[src/rtl/lcd_pkg.sv]
// Shared types and constants for the character-LCD refresh sequencer.
package lcd_pkg;

  typedef enum logic [2:0] {PWRUP, LOAD, START, WAIT, DELAY, IDLE} lcd_state_e;

  localparam logic [7:0] CMD_FUNC_SET = 8'h38;
  localparam logic [7:0] CMD_DISP_ON  = 8'h0C;
  localparam logic [7:0] CMD_CLEAR    = 8'h01;
  localparam logic [7:0] CMD_ENTRY    = 8'h06;
  localparam logic [7:0] ADDR_LINE1   = 8'h80;
  localparam logic [7:0] ADDR_LINE2   = 8'hC0;

  localparam int         STEP_COUNT     = 38;
  localparam logic [5:0] STEP_INIT_LAST = 6'd3;
  localparam logic [5:0] STEP_LINE1     = 6'd4;
  localparam logic [5:0] STEP_LINE2     = 6'd21;
  localparam logic [5:0] STEP_LAST      = 6'(STEP_COUNT - 1);

  // Character steps 5-20 map to buffer 0-15, steps 22-37 to buffer 16-31.
  function automatic logic [4:0] step_char_addr(input logic [5:0] step);
    if (step < STEP_LINE2) return 5'(step - 6'd5);
    return 5'(step - 6'd6);
  endfunction

endpackage

[src/rtl/lcd_char_ram.sv]
// 32x8 character buffer: synchronous write, asynchronous read, powers up as spaces.
module lcd_char_ram (
  input  logic       clk,
  input  logic       wr_en,
  input  logic [4:0] wr_addr,
  input  logic [7:0] wr_data,
  input  logic [4:0] rd_addr,
  output logic [7:0] rd_data
);

  logic [7:0] mem [32] = '{default: 8'h20};

  always_ff @(posedge clk) begin
    if (wr_en) mem[wr_addr] <= wr_data;
  end

  assign rd_data = mem[rd_addr];

endmodule

[src/rtl/lcd_sequencer.sv]
// Walks the fixed init + two-line refresh list, handing one byte at a time to an LCD write controller.
module lcd_sequencer
  import lcd_pkg::*;
#(
  parameter int POWERUP_CYCLES = 750000,
  parameter int DELAY_CYCLES   = 100000
) (
  input  logic       iCLK,
  input  logic       iRST_N,
  input  logic       iWR_EN,
  input  logic [4:0] iWR_ADDR,
  input  logic [7:0] iWR_DATA,
  input  logic       iREFRESH,
  output logic       oBUSY,
  output logic       oINIT_DONE,
  output logic [7:0] oLCD_DATA,
  output logic       oLCD_RS,
  output logic       oLCD_START,
  input  logic       iLCD_DONE
);

  localparam logic [19:0] PWR_LAST = 20'(POWERUP_CYCLES - 1);
  localparam logic [19:0] DLY_LAST = 20'(DELAY_CYCLES - 1);

  lcd_state_e  state, state_next;
  logic [19:0] cnt;
  logic [5:0]  step;
  logic        pending;
  logic        init_done;
  logic [7:0]  lcd_data;
  logic        lcd_rs;
  logic        done_q, done_qq;
  logic        done_rise;
  logic        counting;
  logic        pwr_end, dly_end;
  logic [4:0]  rd_addr;
  logic [7:0]  rd_data;
  logic [7:0]  load_data;
  logic        load_rs;

  lcd_char_ram u_char_ram (
    .clk     (iCLK),
    .wr_en   (iWR_EN),
    .wr_addr (iWR_ADDR),
    .wr_data (iWR_DATA),
    .rd_addr (rd_addr),
    .rd_data (rd_data)
  );

  assign rd_addr   = step_char_addr(step);
  assign done_rise = done_q & ~done_qq;
  assign counting  = (state == PWRUP) || (state == DELAY);
  assign pwr_end   = (cnt == PWR_LAST);
  assign dly_end   = (cnt == DLY_LAST);

  always_comb begin
    load_data = rd_data;
    load_rs   = 1'b1;
    if (step <= STEP_INIT_LAST) begin
      load_rs = 1'b0;
      unique case (step[1:0])
        2'd0: load_data = CMD_FUNC_SET;
        2'd1: load_data = CMD_DISP_ON;
        2'd2: load_data = CMD_CLEAR;
        2'd3: load_data = CMD_ENTRY;
      endcase
    end else if (step == STEP_LINE1) begin
      load_data = ADDR_LINE1;
      load_rs   = 1'b0;
    end else if (step == STEP_LINE2) begin
      load_data = ADDR_LINE2;
      load_rs   = 1'b0;
    end
  end

  always_comb begin
    state_next = state;
    unique case (state)
      PWRUP: if (pwr_end) state_next = LOAD;
      LOAD:  state_next = START;
      START: state_next = WAIT;
      WAIT:  if (done_rise) state_next = DELAY;
      DELAY: if (dly_end) state_next = (step == STEP_LAST) ? IDLE : LOAD;
      IDLE:  if (iREFRESH || pending) state_next = LOAD;
      default: state_next = PWRUP;
    endcase
  end

  // Done-level edge detector powers up as "high" so a level already present is never mistaken for a rise.
  always_ff @(posedge iCLK) begin
    if (!iRST_N) begin
      state     <= PWRUP;
      cnt       <= '0;
      step      <= '0;
      pending   <= 1'b0;
      init_done <= 1'b0;
      lcd_data  <= 8'h00;
      lcd_rs    <= 1'b0;
      done_q    <= 1'b1;
      done_qq   <= 1'b1;
    end else begin
      state   <= state_next;
      done_q  <= iLCD_DONE;
      done_qq <= done_q;
      cnt     <= (counting && state_next == state) ? cnt + 20'd1 : '0;
      if (state == LOAD) begin
        lcd_data <= load_data;
        lcd_rs   <= load_rs;
      end
      if (state == DELAY && state_next == LOAD) step <= step + 6'd1;
      if (state == IDLE && state_next == LOAD) step <= STEP_LINE1;
      if (state == IDLE) pending <= 1'b0;
      else if (iREFRESH) pending <= 1'b1;
      if (state == DELAY && dly_end && step == STEP_INIT_LAST) init_done <= 1'b1;
    end
  end

  assign oBUSY      = (state != IDLE);
  assign oINIT_DONE = init_done;
  assign oLCD_DATA  = lcd_data;
  assign oLCD_RS    = lcd_rs;
  assign oLCD_START = (state == START);

endmodule

[config.mk]
export PLATFORM = sky130hd
export DESIGN_NAME = lcd_sequencer
export DESIGN_NICKNAME = d
export VERILOG_FILES = /design/src/rtl/lcd_pkg.sv /design/src/rtl/lcd_char_ram.sv /design/src/rtl/lcd_sequencer.sv
export SDC_FILE = /design/constraint.sdc
export NUM_CORES = 1
export LEC_CHECK = 0
export BUFFER_PORTS_ARGS = -buffer_cell sky130_fd_sc_hd__buf_2
export CORE_AREA = 3 3 210 130
export CTS_CLUSTER_DIAMETER = 150
export DETAILED_ROUTE_END_ITERATION = 6
export DIE_AREA = 0 0 213 133
export PLACE_DENSITY = 0.73
export SKIP_LAST_GASP = 1
export SLEW_MARGIN = 20
export SYNTH_ARGS = -nofsm -noshare
export SYNTH_HDL_FRONTEND = slang
export SYNTH_SLANG_ARGS = --single-unit
export TNS_END_PERCENT = 5
[constraint.sdc]
create_clock -name iCLK -period 3.3 [get_ports iCLK]
set_input_delay 0.66 -clock iCLK [delete_from_list [all_inputs] [get_ports iCLK]]
set_output_delay 0.66 -clock iCLK [all_outputs]
set_load 0.1 [all_outputs]
==> summary.md, run 1 <==
| Metric | Value |
|---|---|
| Synth area leaders | edfxtp_1 55%, mux4_2 10%, mux2i_1 7.2% |
| # setup viols final | 0 |
| Startpoint Class | register |
| R2R cell count | 11 |
| Post-DP HPWL | 24100 um |
| R2R Setup Slk | 170 ps |
| Die Width | 213 um |
| Final GP Congestion | 0.956 |
| # H-tree levels | 1 |
| Cell depth of the worst min-delay path | 2 |
| CTS root buffer | clkbuf_16 |
| Top-Level Pins | 30 |
| Setup WS post-layout | 167 ps |
| Endpoints failing hold | 0 |
| Clock insertion delay at the later pin of the skew report | 550 ps |
| Post-synthesis sequential area ratio | 0.611 |
| Relative max-transition margin | 0.429 |
| Cell Area, Synth | 0.0140 mm^2 |
| I/O Buffers | 29 |
| Most common cell in the netlist | edfxtp_1 |
| CTS clk-pin slew, worst paths | 70 ps |
| Residual DRC count | 16 |
| Hold Path Class | primary input to register |
| Placed Cells incl. Taps | 1334 |
| Remaining Overflow, GRT | 0 |
| Avg Vias per Cell | 6.51 |
| Synth Flop Type | edfxtp_1 |
| Synth cell count leaders | 256 x edfxtp_1, 101 x mux2i_1, 86 x nor2_1, 79 x nand2_1, 64 x mux4_2 |
| Largest net degree at the start of global routing | 50 |
| Fin crit period | 3130 ps |
| Critical path capture point type | register |
| Total GRT Usage | 0.255 |
| Clock Tree Buf Depth | 3 |
| Period utilization | 0.949 |
| First-pass GRT wire length | 53400 um |
| Vias in the first global route | 8249 |
| Cell taking the most area after synthesis | edfxtp_1 |
| Synth Register Bits | 298 |
| CP arrival | 3580 ps |
| Max-cap violations | 0 |
| Failing checks | design-rule violations |
| Power Density | 478 mW/mm^2 |
| Synth cell types | 73 |
| Max VDD drop | 405 uV |
| Total Power | 7.50 mW |
| Pre-CTS setup slack | 195 ps |
| Detailed-route via count | 9014 |
| WS Path Type | register to register |
| Core ar. | 0.0253 mm^2 |
| N_diodes | 0 |
| Worst hold slack | 296 ps |
| Crit path required time | 3750 ps |
| Final slew viol count | 0 |
| Area grow syn2layout | 12.4% |
| Initial antenna violation count | 1 |
| Mapped Avg Cell Area | 14.4 um^2 |
| Worst-margin pin slew | 853 ps |
| Asr flop ratio synth | 0 |
| Routed Antenna Nets | 0 |
| WL/cell | 26.1 um |
| Fin cells | 1385 |
| CTS tree | built |
| Rows | 45 |
| Share of cells above drive strength 1 | 0.213 |
| Final core utilization | 0.621 |
| Fmax | 0.319 GHz |
| Ys Warns | 0 |
| Crit-path max FO | 7 |
| Hold path start | iLCD_DONE |
| Die height | 133 um |
| Drt first pass iters | 7 |
| Pleak | 5.04 nW |
| Post-synth EDFFs | 256 |
| Mapped Cells | 967 |
| Starting density of the core | 0.552 |
| Die footprint | 0.0283 mm^2 |
| Post-route clock skew | 11.0 ps |
| Worst r2r dst | oLCD_DATA[1] |
| Wirelength, routed | 36100 um |
| Num CTS Buffers | 28 |
| Mapped Nets | 993 |
| TritonCTS sink count | 298 |
| Layout Nets | 1062 |
| R2r startpoint | step[1] |
| Status | finished with violations |
| Unrepaired setup endpoints after global routing | yes |
| Area fraction of the dominant cell type after synthesis | 0.551 |
| Initial DRC Count | 1343 |
| Worst Hold Path EP | done_q |
## metal layers
layer	vias up	track usage	part of all wire
met1	4521	0.409	0.45
met2	517	0.333	0.40
li1	3919	-	-
met5	-	0	0.00036
met3	55	0.0953	0.13
met4	2	0.0436	0.016
## how the worst max path moves through the flow
stage	from	endpoint	slack, ps	depth (start not counted)
after floorplan	step[0]	oLCD_DATA[4]	-20	14
after global placement	step[1]	oLCD_DATA[6]	240	11
after detailed placement	step[1]	oLCD_DATA[3]	200	12
after CTS	step[1]	oLCD_DATA[3]	160	12
after global routing	step[0]	oLCD_DATA[0]	-30	8
final	step[1]	oLCD_DATA[1]	170	11
## layout by cell type, fill, tap and decap left out, types with 3 or more instances in the layout
master       n
inv_1        5
a2111oi_0    3
a22oi_1      5
buf_2       29
a32o_1       3
nor2_1      86
a21oi_1     32
o221ai_1     3
nand3_1     35
nand3b_1     7
ha_1         7
o21ai_0      9
mux2_2       3
edfxtp_1   256
xor2_1      13
clkbuf_8     3
mux2i_1    101
xnor2_1     10
clkinv_2     7
and3_1       4
buf_12       3
buf_4       62
mux4_2      64
dfxtp_1     40
nor3_1      16
o21ai_1      4
clkinv_1     6
nand2_1     79
nand2b_1     6
nor2b_1     21
clkbuf_16   31
or3_1        3
a31oi_1      7
nand4_1     10
clkbuf_1     3
a211oi_1    22
## kinds of logic (layout without fill, tap and decap cells)
group                      after synthesis  in the layout  share of synthesized area
AOI/OAI and AO/OA                      118            118                     0.0620
and+or+nand+nor                        286            286                     0.0995
DFF                                    298            298                      0.611
muxes                                  171            171                      0.181
adders and majority gates                8              8                    0.00717
buffers and inverters                   62            151                     0.0236
xor gates and xnor gates                24             24                     0.0164
## sequential cells by signal, summed over array words and instances (netlist names)
name            count
cnt                20
oINIT_DONE          1
oLCD_DATA           8
u_char_ram.mem    256
oLCD_RS             1
pending             1
done_qq             1
done_q              1
step                6
state               3
## cell type report
cell class | count | area [um^2]
clock buffers | 37 | 828
clock inverters | 13 | 83.8
fillers | 1842 | 9580
inverters | 6 | 22.5
multi-input cells | 607 | 5130
flip-flops and latches | 298 | 8540
well taps | 329 | 412
repair buffers | 95 | 682
## where the power goes
group | switching, mW | total (mW) | internal, mW
clock network | 1.37 | 3.20 | 1.83
logic | 0.116 | 0.158 | 0.0423
registers | 0.0187 | 4.15 | 4.13
total | 1.50 | 7.50 | 6.00
## worst max-delay path, stage by stage (launching register included)
cell and delay (ps):
dfxtp_4 350, inv_1 100, ha_1 190, nor2b_2 60, buf_4 150, o31ai_4 450, mux2i_4 450, mux4_2 560
nor2b_4 150, a2111oi_4 330, a2111oi_2 80, a21o_1 160
## stage by stage
stage,TNS [ps],area [um^2]
global route,-30.2,15700
finish,0,15700
CTS,0,15700
floorplan,-27.9,14000
detailed placement,0,14800
global placement,0,14800
## timing repair
action / in CTS / in global routing
buffers inserted: 0 / 1
endpoints found under the setup margin: 0 / 3
hold buffers: 0 / 0
gates resized for setup: 0 / 1
No activity file was read; power rests on OpenSTA's default activity.
==> inputs of run 2 (changes only) <==
--- a/config.mk
+++ b/config.mk
@@ -6,14 +6,15 @@
 export NUM_CORES = 1
 export LEC_CHECK = 0
 export BUFFER_PORTS_ARGS = -buffer_cell sky130_fd_sc_hd__buf_2
-export CORE_AREA = 3 3 210 130
+export CORE_AREA = 3 3 153 155
 export CTS_CLUSTER_DIAMETER = 150
 export DETAILED_ROUTE_END_ITERATION = 6
-export DIE_AREA = 0 0 213 133
-export PLACE_DENSITY = 0.73
+export DIE_AREA = 0 0 156 158
+export PLACE_DENSITY = 0.74
 export SKIP_LAST_GASP = 1
 export SLEW_MARGIN = 20
 export SYNTH_ARGS = -nofsm -noshare
 export SYNTH_HDL_FRONTEND = slang
+export SYNTH_HIERARCHICAL = 1
 export SYNTH_SLANG_ARGS = --single-unit
 export TNS_END_PERCENT = 5
==> summary.md, run 2 <==
| Metric | Value |
|---|---|
| TritonCTS sink count | 298 (unchanged) |
| Area grow syn2layout | 15.5% (was 12.4%) |
| Largest register FFs | 256 (unchanged) |
| Rows | 54 (was 45) |
| Crit path max-delay family | multiplexers (was compound AO/OA/AOI/OAI gates) |
| Top routing layer in use | met4 (was met5) |
| Part of the power in registers | 0.544 (was 0.553) |
| Worst-margin pin slew | 1030 ps (was 853 ps) |
| # H-tree levels | 1 (unchanged) |
| Crit path required time | 3730 ps (was 3750 ps) |
| Synth cell count leaders | 256 x edfxtp_1, 80 x mux4_2, 43 x nor2_1, 42 x dfxtp_1, 24 x o21ai_0 (was 256 x edfxtp_1, 101 x mux2i_1, 86 x nor2_1, 79 x nand2_1, 64 x mux4_2) |
| Most common cell in the netlist | edfxtp_1 (unchanged) |
| Hold Path Class | primary input to register (unchanged) |
| Period utilization | 1.01 (was 0.949) |
| N_diodes | 0 (unchanged) |
| Cell taking the most area after synthesis | edfxtp_1 (unchanged) |
| WS Path Type | register to register (unchanged) |
| First-pass GRT wire length | 40800 um (was 53400 um) |
| M1 wire length | 10900 um (was 16100 um) |
| Post-route clock skew | 17.3 ps (was 11.0 ps) |
| Top-Level Pins | 30 (unchanged) |
| Startpoint Class | register (unchanged) |
| Biggest register | u_char_ram/mem (was u_char_ram.mem) |
| R2R Setup Slk | -20 ps (was 170 ps) |
| R2R cell count | 16 (was 11) |
| Largest net degree at the start of global routing | 33 (was 50) |
| Hold path start | iLCD_DONE (unchanged) |
| Unrepaired setup endpoints after global routing | yes (unchanged) |
| Die Width | 156 um (was 213 um) |
| Worst r2r dst | oLCD_DATA[5] (was oLCD_DATA[1]) |
| Max-cap violations | 0 (unchanged) |
| Core ar. | 0.0220 mm^2 (was 0.0253 mm^2) |
| Critical-path cell with the highest stage delay | mux4_2 (unchanged) |
| Wirelength, routed | 26600 um (was 36100 um) |
| Post-synthesis sequential area ratio | 0.701 (was 0.611) |
| Synth cell types | 55 (was 73) |
| Clk pwr share | 0.438 (was 0.426) |
| Residual DRC count | 0 (was 16) |
| Layout Nets | 764 (was 1062) |
| # setup viols final | 1 (was 0) |
| Psw | 1.54 mW (was 1.50 mW) |
| Asr flop ratio synth | 0 (unchanged) |
| Initial DRC Count | 769 (was 1343) |
| Avg Vias per Cell | 6.43 (was 6.51) |
| Total GRT Usage | 0.218 (was 0.255) |
| Fin crit period | 3320 ps (was 3130 ps) |
| Synth Flop Type | edfxtp_1 (unchanged) |
| Worst Hold Path EP | done_q (unchanged) |
| Fmax | 0.301 GHz (was 0.319 GHz) |
| Post-DP HPWL | 16900 um (was 24100 um) |
| Drt first pass iters | 6 (was 7) |
| Register area | 0.00853 mm^2 (was 0.00854 mm^2) |
| Endpoints failing hold | 0 (unchanged) |
| Synth Register Bits | 298 (unchanged) |
| Final GP Congestion | 0.849 (was 0.956) |
| Mapped Avg Cell Area | 18.0 um^2 (was 14.4 um^2) |
| Mapped Cells | 676 (was 967) |
| Cell Area, Synth | 0.0122 mm^2 (was 0.0140 mm^2) |
| WL/cell | 25.6 um (was 26.1 um) |
| Detailed-route via count | 6699 (was 9014) |
| Worst Path Buf+Inv | 6 (was 2) |
| Num CTS Buffers | 30 (was 28) |
| Setup WS post-layout | -16.9 ps (was 167 ps) |
| CP max stage delay | 540 ps (was 560 ps) |
| Combinational share of power | 0.018 (was 0.021) |
| Fillers | 1459 (was 1842) |
| CP arrival | 3750 ps (was 3580 ps) |
| Die height | 158 um (was 133 um) |
| Most frequent cells in the layout | 256 x edfxtp_1, 80 x mux4_2, 43 x nor2_1, 40 x dfxtp_1, 34 x clkbuf_16 (was 256 x edfxtp_1, 101 x mux2i_1, 86 x nor2_1, 79 x nand2_1, 64 x mux4_2) |
| Switching share of power | 0.202 (was 0.200) |
| Clock insertion delay at the later pin of the skew report | 560 ps (was 550 ps) |
| Crit-path cells | inv_2, ha_4, nor2b_2, o21ai_2, nand2_2, buf_6, mux2i_4, buf_12, clkbuf_16, buf_4, buf_12, mux4_2, mux4_2, mux2_2, o21ai_0, a21oi_1 (was inv_1, ha_1, nor2b_2, buf_4, o31ai_4, mux2i_4, mux4_2, nor2b_4, a2111oi_4, a2111oi_2, a21o_1) |
| Power Density | 543 mW/mm^2 (was 478 mW/mm^2) |
| Max VDD drop | 428 uV (was 405 uV) |
| Synth area leaders | edfxtp_1 63%, mux4_2 15%, dfxtp_1 6.9% (was edfxtp_1 55%, mux4_2 10%, mux2i_1 7.2%) |
| Crit-path max FO | 12 (was 7) |
| Vias in the first global route | 6687 (was 8249) |
| Status | finished with violations (unchanged) |
| Relative max-transition margin | 0.313 (was 0.429) |
| CTS tree | built (unchanged) |
| R2r startpoint | step[0] (was step[1]) |
| Area fraction of the dominant cell type after synthesis | 0.632 (was 0.551) |
| Routed Antenna Nets | 0 (unchanged) |
| Share of cells above drive strength 1 | 0.301 (was 0.213) |
| Critical path capture point type | register (unchanged) |
| Die footprint | 0.0246 mm^2 (was 0.0283 mm^2) |
| Placed Cells incl. Taps | 976 (was 1334) |
| Fin cells | 1042 (was 1385) |
| Cell depth of the worst min-delay path | 2 (unchanged) |
| Commonest non-fill, non-tap cell in the layout | edfxtp_1 (unchanged) |
| CTS clk-pin slew, worst paths | 60 ps (was 70 ps) |
| Final slew viol count | 0 (unchanged) |
| Multi-input gate area | 0.00350 mm^2 (was 0.00513 mm^2) |
| Post-synth EDFFs | 256 (unchanged) |
| WL met2 | 12500 um (was 14500 um) |
| Setup TNS | -16.9 ps (was 0 ps) |
| Ys Warns | 6 (was 0) |
| Starting density of the core | 0.554 (was 0.552) |
| Internal | 6.08 mW (was 6.00 mW) |
| Pleak | 4.53 nW (was 5.04 nW) |
| Remaining Overflow, GRT | 0 (unchanged) |
| Initial antenna violation count | 0 (was 1) |
| WL met3 | 2420 um (was 4860 um) |
| Clock Tree Buf Depth | 3 (unchanged) |
| Failing checks | negative setup slack (was design-rule violations) |
| I/O Buffers | 29 (unchanged) |
| Total Power | 7.62 mW (was 7.50 mW) |
| Mapped Nets | 702 (was 993) |
| CTS root buffer | clkbuf_16 (unchanged) |
[run 2: cell count changes in the layout (fill, tap and decap cells not counted), moves of 16 or more]
| cell | before | now |
|---|---|---|
| a211oi_1 | 22 | 3 |
| a21oi_1 | 32 | 14 |
| buf_4 | 62 | 20 |
| mux2i_1 | 101 | 0 |
| mux4_2 | 64 | 80 |
| nand2_1 | 79 | 14 |
| nand3_1 | 35 | 11 |
| nor2_1 | 86 | 43 |
| nor2b_1 | 21 | 1 |
[run 2: worst max path at each step]
stage                       start      endpoint  slack, ps  depth (start not counted)
final                     step[0]  oLCD_DATA[5]        -20                         16
after global routing      step[0]  oLCD_DATA[5]       -100                         16
after CTS                 step[0]  oLCD_DATA[7]         10                         14
after detailed placement  step[0]  oLCD_DATA[7]        -70                         13
after global placement    step[0]  oLCD_DATA[7]        -10                         13
after floorplan           step[1]  oLCD_DATA[7]         10                         14
[run 2: cell families after synthesis]
kind of cell,share of synthesized area
xor gates and xnor gates,0.0122
AOI/OAI and AO/OA,0.0333
muxes,0.159
DFF,0.701
adders and majority gates,0.00823
buffers and inverters,0.0165
and+or+nand+nor,0.0693
[run 2: layout make-up]
type	count	share of cell area
clock inverter	22	0.0159
inverter	6	0.00160
clock buffer	34	0.0545
sequential	298	0.607
multi-input combinational	335	0.249
timing repair buffer	67	0.0462
tap	280	0.0249
[run 2: timing repair]
action | CTS | global route
buffers inserted | 1 | 5
hold buffers | 0 | 0
gates resized for setup | 5 | 10
setup endpoints to repair | 6 | 8
pin swaps | 2 | 7
cloned | 1 | 4
endpoints found under the hold margin | 0 | 0
[run 2: power by group through the flow]
stage / clock (mW) / combinational (mW) / sequential [mW]
floorplan: 0 / 0.0529 / 4.22
global placement: 0 / 0.126 / 4.22
detailed placement: 0 / 0.136 / 4.22
CTS: 3.38 / 0.137 / 4.14
global route: 3.55 / 0.149 / 4.14
finish: 3.34 / 0.137 / 4.14
[run 2: per-layer routing]
metal | track usage | vias up
met2 | 0.339 | 346
met3 | 0.0498 | 49
met4 | 0.0538 | 0
met1 | 0.321 | 3433
met5 | 0 | -
li1 | - | 2871
[run 2: through the flow]
step / hold WS [ps] / utilization / worst slack, ps / area [um^2]
after global routing: 290 / 0.640 / -104 / 14000
after global placement: 435 / 0.585 / -10.5 / 12800
after detailed placement: 459 / 0.585 / -69.8 / 12800
final: 299 / 0.640 / -16.9 / 14000
after floorplan: 417 / - / 9.71 / 12200
after CTS: 289 / 0.632 / 14.6 / 13900
==> inputs of run 3 (changes only) <==
--- a/config.mk
+++ b/config.mk
@@ -5,12 +5,13 @@
 export SDC_FILE = /design/constraint.sdc
 export NUM_CORES = 1
 export LEC_CHECK = 0
+export ABC_AREA = 1
 export BUFFER_PORTS_ARGS = -buffer_cell sky130_fd_sc_hd__buf_2
-export CORE_AREA = 3 3 153 155
+export CORE_AREA = 3 3 158 160
 export CTS_CLUSTER_DIAMETER = 150
 export DETAILED_ROUTE_END_ITERATION = 6
-export DIE_AREA = 0 0 156 158
-export PLACE_DENSITY = 0.74
+export DIE_AREA = 0 0 161 163
+export PLACE_DENSITY = 0.73
 export SKIP_LAST_GASP = 1
 export SLEW_MARGIN = 20
 export SYNTH_ARGS = -nofsm -noshare
==> summary.md, run 3 <==
| Metric | Value |
|---|---|
| Fin crit period | 3060 ps (was 3320 ps) |
| Internal | 6.16 mW (was 6.08 mW) |
| Most common cell in the netlist | nand2_1 (was edfxtp_1) |
| Cts hold-fix bufs | 0 (unchanged) |
| Avg Vias per Cell | 5.60 (was 6.43) |
| Remaining Overflow, GRT | 0 (unchanged) |
| Area grow syn2layout | 10.8% (was 15.5%) |
| Endpoints failing hold | 0 (unchanged) |
| Hold Path Class | primary input to register (unchanged) |
| Cell depth of the worst min-delay path | 2 (unchanged) |
| Pleak | 5.30 nW (was 4.53 nW) |
| Max-cap violations | 0 (unchanged) |
| Largest family of logic cells by synthesized area | simple AND/OR/NAND/NOR gates (was multiplexers) |
| Die Width | 161 um (was 156 um) |
| Clock insertion delay at the later pin of the skew report | 560 ps (about the same) |
| Setup TNS | 0 ps (was -16.9 ps) |
| Period utilization | 0.928 (was 1.01) |
| Cell Area, Synth | 0.0129 mm^2 (was 0.0122 mm^2) |
| Layout Nets | 1284 (was 764) |
| Num CTS Buffers | 30 (unchanged) |
| Post-route clock skew | 24.3 ps (was 17.3 ps) |
| Final GP Congestion | 0.848 (was 0.849) |
| Status | complete, no violations (was finished with violations) |
| Startpoint Class | register (unchanged) |
| Die height | 163 um (was 158 um) |
| Met1 Use GR | 0.307 (was 0.321) |
| Area fraction of the dominant cell type after synthesis | 0.595 (was 0.632) |
| Asr flop ratio synth | 0 (unchanged) |
| Mux cell area share after synthesis | 0 (was 0.159) |
| Crit-path max FO | 27 (was 12) |
| Synth cell types | 38 (was 55) |
| Post-DP HPWL | 17900 um (was 16900 um) |
| Largest register FFs | 256 (unchanged) |
| Switching share of power | 0.197 (was 0.202) |
| Mapped Cells | 1232 (was 676) |
| Synth cell count leaders | 421 x nand2_1, 256 x edfxtp_1, 223 x nand3_1, 68 x nor2_1, 42 x dfxtp_1 (was 256 x edfxtp_1, 80 x mux4_2, 43 x nor2_1, 42 x dfxtp_1, 24 x o21ai_0) |
| R2R cell count | 19 (was 16) |
| Adder and majority gate portion of the synthesized area | 0.00774 (was 0.00823) |
| Ys Warns | 6 (unchanged) |
| Final core utilization | 0.608 (was 0.640) |
| Cell taking the most area after synthesis | edfxtp_1 (unchanged) |
| Met3 usage | 0.0432 (was 0.0498) |
| Synth area leaders | edfxtp_1 59%, nand2_1 12%, nand3_1 8.6% (was edfxtp_1 63%, mux4_2 15%, dfxtp_1 6.9%) |
| Synth Area in XOR/XNOR | 0.00813 (was 0.0122) |
| Post-synth EDFFs | 256 (unchanged) |
| Top-Level Pins | 30 (unchanged) |
| Rows | 56 (was 54) |
| M2 GR Usage | 0.375 (was 0.339) |
| Commonest non-fill, non-tap cell in the layout | nand2_1 (was edfxtp_1) |
| Clock Tree Buf Depth | 3 (unchanged) |
| WL/cell | 18.5 um (was 25.6 um) |
| I/O Buffers | 29 (unchanged) |
| GRT Max-Usage Layer | met2 (unchanged) |
| Fmax | 0.327 GHz (was 0.301 GHz) |
| Power Density | 536 mW/mm^2 (was 543 mW/mm^2) |
| Largest net degree at the start of global routing | 105 (was 33) |
| Crit path required time | 3730 ps (about the same) |
| Relative max-transition margin | 0.362 (was 0.313) |
| Core ar. | 0.0235 mm^2 (was 0.0220 mm^2) |
| Synth Register Bits | 298 (unchanged) |
| Simple-gate share of the synthesized area | 0.256 (was 0.0693) |
| Starting density of the core | 0.549 (was 0.554) |
| Die footprint | 0.0262 mm^2 (was 0.0246 mm^2) |
| Biggest register | u_char_ram/mem (unchanged) |
| CTS root buffer | clkbuf_16 (unchanged) |
| Wirelength, routed | 29700 um (was 26600 um) |
| Mapped Nets | 1258 (was 702) |
| Initial antenna violation count | 0 (unchanged) |
| Synth Flop Type | edfxtp_1 (unchanged) |
| CP arrival | 3490 ps (was 3750 ps) |
| First-pass GRT wire length | 46800 um (was 40800 um) |
| Share of cells above drive strength 1 | 0.109 (was 0.301) |
| N_diodes | 0 (unchanged) |
| Max VDD drop | 554 uV (was 428 uV) |
| CTS clk-pin slew, worst paths | 60 ps (about the same) |
| Initial DRC Count | 945 (was 769) |
| TritonCTS sink count | 298 (unchanged) |
| Worst-margin pin slew | 954 ps (was 1030 ps) |
| Mapped Avg Cell Area | 10.5 um^2 (was 18.0 um^2) |
| # H-tree levels | 1 (unchanged) |
| CTS tree | built (unchanged) |
| Compound-Gate Fraction of Synth Area | 0.0195 (was 0.0333) |
| Most frequent cells in the layout | 421 x nand2_1, 256 x edfxtp_1, 223 x nand3_1, 68 x nor2_1, 42 x dfxtp_1 (was 256 x edfxtp_1, 80 x mux4_2, 43 x nor2_1, 40 x dfxtp_1, 34 x clkbuf_16) |
| Critical path capture point type | register (unchanged) |
| Combinational share of power | 0.018 (about the same) |
| Routed Antenna Nets | 0 (unchanged) |
| Part of the power in registers | 0.540 (was 0.544) |
| Final slew viol count | 0 (unchanged) |
| Psw | 1.51 mW (was 1.54 mW) |
| Post-synthesis sequential area ratio | 0.660 (was 0.701) |
| Detailed-route via count | 8962 (was 6699) |
| Unrepaired setup endpoints after global routing | yes (unchanged) |
| WS Path Type | register to register (unchanged) |
| R2R Setup Slk | 240 ps (was -20 ps) |
| Clk pwr share | 0.442 (was 0.438) |
| Post-CTS Setup Repair Bufs | 0 (was 1) |
| Vias in the first global route | 8655 (was 6687) |
| # setup viols final | 0 (was 1) |
| Total GRT Usage | 0.226 (was 0.218) |
| Residual DRC count | 0 (unchanged) |
| Drt first pass iters | 5 (was 6) |
==> run 3: cell types whose count changed in the layout (fill, tap and decap cells not counted), moves of 18 or more <==
cell | previous run | this run
nand3_1 | 11 | 223
inv_1 | 4 | 41
nor3_1 | 23 | 5
mux4_2 | 80 | 0
nor2_1 | 43 | 68
nand2_1 | 14 | 421
==> run 3: cell families after synthesis <==
logic type                 Yosys count
buffers and inverters              111
AOI/OAI and AO/OA                   48
and+or+nand+nor                    755
DFF                                298
adders and majority gates            8
xor gates and xnor gates            12
==> run 3: final timing paths <==
path,startpoint,to
setup / recovery,step[1],oLCD_DATA[7]
hold / removal,iLCD_DONE,done_q
setup reg to reg,step[1],oLCD_DATA[7]
hold reg to reg,done_q,done_qq
==> run 3: metrics by stage <==
step,setup WS (ps),power (mW),area (um^2),instances,hold WS (ps)
finish,239,7.67,14300,1601,301
global route,-30.7,7.91,14300,1601,294
CTS,111,7.74,14300,1600,281
detailed placement,137,4.36,13300,1544,407
global placement,197,4.36,13300,1544,404
floorplan,786,4.27,12900,1232,387
==> run 3: what timing repair did <==
item | CTS | global route
resized for setup | 0 | 3
endpoints found under the setup margin | 0 | 8
hold endpoints to repair | 0 | 0
==> run 3: layout make-up <==
| class | count | area [um^2] |
|---|---|---|
| Sequential cell | 298 | 8530 |
| Multi-Input combinational cell | 823 | 3800 |
| Fill cell | 1891 | 9220 |
| Timing Repair Buffer | 51 | 402 |
| Clock inverter | 18 | 195 |
| Clock buffer | 38 | 791 |
| Inverter | 54 | 209 |
| Tap cell | 319 | 399 |
==> run 3: power by group through the flow <==
stage / clock, mW / sequential [mW] / combinational, mW
final: 3.39 / 4.14 / 0.140
after global routing: 3.62 / 4.14 / 0.156
after CTS: 3.45 / 4.14 / 0.143
after detailed placement: 0 / 4.22 / 0.142
after global placement: 0 / 4.22 / 0.139
after floorplan: 0 / 4.22 / 0.0532
==> run 3: worst max-delay path: stages, from the launching register on <==
cell     delay, ps
dfxtp_1        400
inv_1          140
ha_1           250
nor2_1         140
nor2_1          60
nand2_1        100
o21ai_2        130
nor2_1         210
a21oi_4         70
inv_2          300
buf_12         230
nand3_1        140
nand3_1        120
nand2_1         70
nand2_1         60
nand2_1         60
nand2_1         70
nand2_1         80
o21ai_0        180
a21oi_1        100
==> run 3: per-layer routing <==
metal  up-vias  part of all wire
met5         -                 0
met4         0             0.023
met3        59             0.081
met2       337              0.48
met1      4307              0.42
li1       4259                 -
